[src/rtl/id_ex_skid.sv]
// rtl/id_ex_skid.sv - ID/EX pipeline register with a one-entry skid buffer
module id_ex_skid #(
    parameter int FUNCT_W = 6,
    parameter int DATA_W  = 32
) (
    input  logic               clk,
    input  logic               rst_n,
    input  logic               flush,
    input  logic               id_valid,
    output logic               id_ready,
    input  logic [FUNCT_W-1:0] id_funct,
    input  logic               id_logic_en,
    input  logic [DATA_W-1:0]  id_operand_1,
    input  logic [DATA_W-1:0]  id_operand_2,
    input  logic [4:0]         id_waddr,
    output logic               ex_valid,
    input  logic               ex_ready,
    output logic [FUNCT_W-1:0] ex_funct,
    output logic               ex_logic_en,
    output logic [DATA_W-1:0]  ex_operand_1,
    output logic [DATA_W-1:0]  ex_operand_2,
    output logic [4:0]         ex_waddr,
    output logic [1:0]         occupancy
);

    localparam int PW = FUNCT_W + 1 + 2 * DATA_W + 5;

    logic [PW-1:0] in_pl;
    logic [PW-1:0] main_pl;
    logic [PW-1:0] skid_pl;
    logic [PW-1:0] main_pl_nx;
    logic [PW-1:0] skid_pl_nx;
    logic          main_valid;
    logic          skid_valid;
    logic          main_valid_nx;
    logic          skid_valid_nx;
    logic [1:0]    occ_q;
    logic [1:0]    occ_nx;
    logic          in_xfer;
    logic          out_xfer;

    assign in_pl = {id_funct, id_logic_en, id_operand_1, id_operand_2, id_waddr};
    assign {ex_funct, ex_logic_en, ex_operand_1, ex_operand_2, ex_waddr} = main_pl;

    // Ready depends only on the skid flop, so ex_ready never reaches id_ready.
    assign id_ready  = ~skid_valid;
    assign ex_valid  = main_valid;
    assign occupancy = occ_q;

    assign in_xfer  = id_valid & id_ready;
    assign out_xfer = main_valid & ex_ready;

    // Next-state selection: flush wins, then drain/refill of main, then skid fill.
    always_comb begin
        main_pl_nx    = main_pl;
        skid_pl_nx    = skid_pl;
        main_valid_nx = main_valid;
        skid_valid_nx = skid_valid;
        if (flush) begin
            main_valid_nx = 1'b0;
            skid_valid_nx = 1'b0;
        end else if (out_xfer) begin
            if (skid_valid) begin
                // id_ready is low here, so no input can arrive this cycle.
                main_pl_nx    = skid_pl;
                skid_valid_nx = 1'b0;
            end else if (in_xfer) begin
                main_pl_nx = in_pl;
            end else begin
                main_valid_nx = 1'b0;
            end
        end else if (in_xfer) begin
            if (!main_valid) begin
                main_pl_nx    = in_pl;
                main_valid_nx = 1'b1;
            end else begin
                skid_pl_nx    = in_pl;
                skid_valid_nx = 1'b1;
            end
        end
        occ_nx = {1'b0, main_valid_nx} + {1'b0, skid_valid_nx};
    end

    // State registers; reset clears everything without waiting for a clock.
    always_ff @(posedge clk or negedge rst_n) begin
        if (!rst_n) begin
            main_pl    <= '0;
            skid_pl    <= '0;
            main_valid <= 1'b0;
            skid_valid <= 1'b0;
            occ_q      <= 2'd0;
        end else begin
            main_pl    <= main_pl_nx;
            skid_pl    <= skid_pl_nx;
            main_valid <= main_valid_nx;
            skid_valid <= skid_valid_nx;
            occ_q      <= occ_nx;
        end
    end

endmodule
[config.mk]
export PLATFORM = sky130hd
export DESIGN_NAME = id_ex_skid
export DESIGN_NICKNAME = d
export VERILOG_FILES = /design/src/rtl/id_ex_skid.sv
export SDC_FILE = /design/constraint.sdc
export NUM_CORES = 1
export LEC_CHECK = 0
export ABC_AREA = 1
export CORE_MARGIN = 3
export CORE_UTILIZATION = 51
export DETAILED_ROUTE_END_ITERATION = 10
export PLACE_DENSITY = 0.89
export SETUP_SLACK_MARGIN = 0.15
export SYNTH_ARGS = -nofsm -noshare
export SYNTH_HDL_FRONTEND = slang
export SYNTH_SLANG_ARGS = --single-unit
[constraint.sdc]
create_clock -name clk -period 1.9 [get_ports clk]
set_input_delay 0.285 -clock clk [delete_from_list [all_inputs] [get_ports clk]]
set_output_delay 0.285 -clock clk [all_outputs]
set_load 0.03 [all_outputs]
; ---- After elaboration in Yosys (flattened, before gate mapping)
; Cells that the tools add are included.
[word_totals]
register_bits = 156
latch_bits = 0
ram_bits = 0
mem_bits_ro = 0
in_bits = 81
output_inout_bits = 80
elab_cells = 30
memories = 0
[classes]
addsub = 1
n_mul = 0
div_mod_pow = 0
order_cmp = 0
eq_ne = 1
shift = 0
n_mux = 14
bitwise_logic = 5
reduce_logical = 4
[ops]
columns = op, n
row1 = $mux W76, 5
row2 = $mux W1, 9
row3 = $reduce_and A4 Y1, 2
row4 = $reduce_bool A2 Y1, 2
row5 = $not A1 Y1, 3
row6 = $add A1 B1 Y2, 1
row7 = $and A1 B1 Y1, 2
row8 = $ne A2 B1 Y1 const B, 1

; ---- Depth between registers and ports, before layout
[logic_depth]
ltp_word = 7
depth_mapped = 9

; ---- Worst setup path after synthesis
; No wires, ideal clock.
[synth_timing]
kind = register -> register
start = register main_valid, in the netlist ex_valid
end = register occ_q[0], in the netlist occupancy[0]
setup_time_ps = 126
t_arrival_ps = 1592
required_time_ps = 1774
slack_ps = 182
stages_incl_launch_ff = 8
n_path_buf = 3
period_less_slack_ps = 1718
path_cell_list = dfrtp_1 -> buf_4 -> nand2_4 -> nand2_4 -> buf_6 -> clkbuf_1 -> nor3b_1 -> ha_1
[synth_between]
elab_chain_len = 5
word_cells_on_any_way = 11
cone_classes = 1 x add/sub / 9 x mux / 1 x bitwise
[synth_rtl]
columns = element, line
row1 = start: declaration, 33  ; logic main_valid;
row2 = start signal: assignment, 95  ; main_valid <= main_valid_nx;
row3 = $mux W1, 73  ; if (!main_valid) begin
row4 = $mux W1, 72  ; end else if (in_xfer) begin
row5 = $mux W1 (*), 62  ; end else if (out_xfer) begin
row6 = $mux W1 (*), 59  ; if (flush) begin
row7 = via skid_valid_nx, 36  ; logic skid_valid_nx;
row8 = $add A1 B1 Y2 (*), 81  ; occ_nx = {1'b0, main_valid_nx} + {1'b0, skid_valid_nx};
row9 = via occ_nx[0], 38  ; logic [1:0] occ_nx;
row10 = end signal: assignment, 97  ; occ_q <= occ_nx;
row11 = end: declaration, 37  ; logic [1:0] occ_q;
; The timed path passes the listed nets; every way through them passes the cells marked *.
; A chain may end at the register's enable or synchronous reset.

; ---- Worst setup path after layout
[layout_timing]
start = register main_pl[10]
end = output ex_operand_2[5]
[layout_rtl]
columns = element, line
row1 = start: declaration, 29  ; logic [PW-1:0] main_pl;
row2 = start signal: assignment, 93  ; main_pl <= main_pl_nx;
row3 = end: declaration, 21  ; output logic [DATA_W-1:0] ex_operand_2,
; No word-level cell between the ends.

==> metrics.yaml <==
status: "finished clean"
powerDensity_nw_per_um2: 1170
fin_crit_ns: 1.72
critPathCaptureType: "output pin"
hpwl_mm: 13.0
reg2reg_from: "skid_valid"
timing.hold.ws_ns: 0.326
drive_gt1_share_pct: 6.75
critPathCapture: "ex_operand_2[5]"
reg2reg_depth: 7
synth_edf_count: 0
finalCritPeriodShare_pct: 90.6
die_h_um: 126
syn_to_final_growth_pct: 32.8
worstPathCellList: "clkdlybuf4s50_1"
rsz0062_at_grt: "false"
worstPathArrival_ns: 1.44
nNetsFinal: 1152
ys_warn_count: 0
drt-total-wl_mm: 21.0
max_slew_margin_pct: 65.6
fin_ws_ns: 0.179
ios: 161
critPathMaxFanout: 2
async_flop_share_pct: 100
antenna_left: 0
firstDrtPassIters: 5
ys_seq_area_share_pct: 52.7
io_buffers: 160
synth_cells: 942
synth_top_area_share_pct: 52.7
setup_viol: 0
path_buf_inv: 1
fmax_mhz: 581
ys_ff_latch: 156
synth_flop_cell: "dfrtp_1"
cts_buffers: 17
crit_path_max_incr_delay_ns: 0.68
clk_latency_ns: 0.41
grt_pass1_vias: 6852
setup_tns_ns: 0
pre_cts_ws_ns: 0.133
final_area_um2: 9830
cap_violations: 0
yosysUniqueCellTypes: 22
ctsLongestPathBuffers: 2
synth_area_leader_cell: "dfrtp_1"
cts_tree: "built"
worst_setup_path_start_kind: "flip-flop"
required_ns: 1.62
drt-initial-drc-count: 1281
p_total_w: 0.0116
avgRoutedWirePerCell_um: 16.7
finalMaxSlewViolations: 0
grt.total_usage_pct: 26.4
antenna_found_initial: 0
avgSynthCellArea_um2: 7.86
rrSetupSlack_ns: 0.31
via_count: 7260
diodes: 0
initial_utilization_pct: 52.7
core_um2: 14000
cts-root-buf: "clkbuf_16"
leakage_nw: 5.42
crit_type: "reg2out"
core.rowCount: 43
die-area_um2: 16000
grt_max_degree: 78
hold_violations: 0
globalplace.congestion: 0.818
critPathTopFamily: "buffers and inverters"
r2r-end: "main_pl[27]"
cp_slowest_cell: "clkdlybuf4s50_1"
cts_setup_buffers: 0
clkSinkCount: 156
h-tree-depth: 4
synth_most_common_cell: "nand2_1"
drcViolationCount: 0
synth_commonest_cells: "nand2_1, dfrtp_1, nand3_1"
skew_ns: 0.00663
die_w_um: 126
cp.depth: 1
overflow: 0
cp-startpoint: "main_pl[10]"
min_path_type: "in2reg"
place_area_um2: 9130
vdd_drop_max_v: 0.000719
synth_area_um2: 7400
worst_pin_slew_ns: 0.515
path_clk_slew_ns: 0.06
viasPerCell: 5.75
hp-start: "ex_ready"
synthesis.nets: 1024
yosys-top-cells-area: "dfrtp_1, nand2_1, nand4_1, nand3_1, o21ai_0"
grt_pass1_wl_mm: 34.8
-- state kept, by name, indices dropped and copies added (netlist names) --
register,count
main_pl,76
skid_pl,76
occupancy,2
ex_valid,1
skid_valid,1
-- power breakdown --
part | switching, W | internal [W]
sequential | 0.000481 | 0.00420
combinational | 0.00204 | 0.00121
clock | 0.00134 | 0.00227
total | 0.00387 | 0.00768
-- final cells by class --
type / instances / area, um^2
Timing Repair Buffer: 192 / 1980
Sequential cell: 156 / 3910
Clock buffer: 21 / 460
Clock inverter: 10 / 164
Multi-Input combinational cell: 700 / 3080
Tap cell: 180 / 225
Fill cell: 1081 / 4210
Inverter: 3 / 13.8
-- worst reg2reg max path, stage by stage, from the launching register on --
cell,delay [ns]
dfrtp_2,0.43
buf_4,0.20
nand3_4,0.07
buf_4,0.41
nand2_1,0.16
nand2_1,0.12
nand3_1,0.08
nand2_1,0.07
-- routing by layer --
layer	track usage [%]	vias to the layer above	part of all wire [%]
met3	4.51	33	8.9
li1	-	3345	-
met5	0	-	0
met4	8.39	0	1.9
met2	40.5	416	47
met1	38.6	3466	42
-- stage by stage --
stage          util [%]  std cells
2_1_floorplan         -        942
3_3_place_gp       65.0       1230
3_5_place_dp       65.0       1230
4_1_cts            69.3       1262
5_1_grt            70.0       1262
6_report           70.0       1262
-- worst min-delay path by stage --
stage,cells after the start,endpoint,slack (ns)
after CTS,4,skid_valid,0.31
after global routing,4,skid_valid,0.35
after floorplan,0,ex_valid,-0.01
after global placement,1,main_pl[36],0.26
after detailed placement,1,main_pl[39],0.26
final,4,skid_valid,0.33
-- timing repair --
action	4_1_cts	5_1_grt
resized for setup	24	39
gates cloned	0	0
endpoints found under the hold margin	43	0
setup endpoints to repair	24	39
hold buffers	1	0
-- cell families after synthesis --
group,count (synthesis),share of synthesized area [%]
buffers and inverters,86,5.97
and+or+nand+nor,622,35.9
adders and majority gates,1,0.169
DFF,156,52.7
AOI/OAI and AO/OA,77,5.21
-- layout by cell type (no fill, tap or decap), types with 2 or more instances in the layout --
cell type,n
dfrtp_2,2
dlygate4sd2_1,24
clkbuf_16,17
nand2_1,459
clkdlybuf4s50_1,95
nand3_1,77
o21ai_0,69
clkinvlp_4,4
bufinv_16,4
clkbuf_8,2
clkbuf_1,2
inv_1,2
buf_4,25
nand2_4,2
o21ai_1,7
dlymetal6s2s_1,39
nor2_4,2
nand2_2,2
buf_12,6
nand4_1,76
dfrtp_1,154
Note: power is estimated with default switching activity, not from simulation.
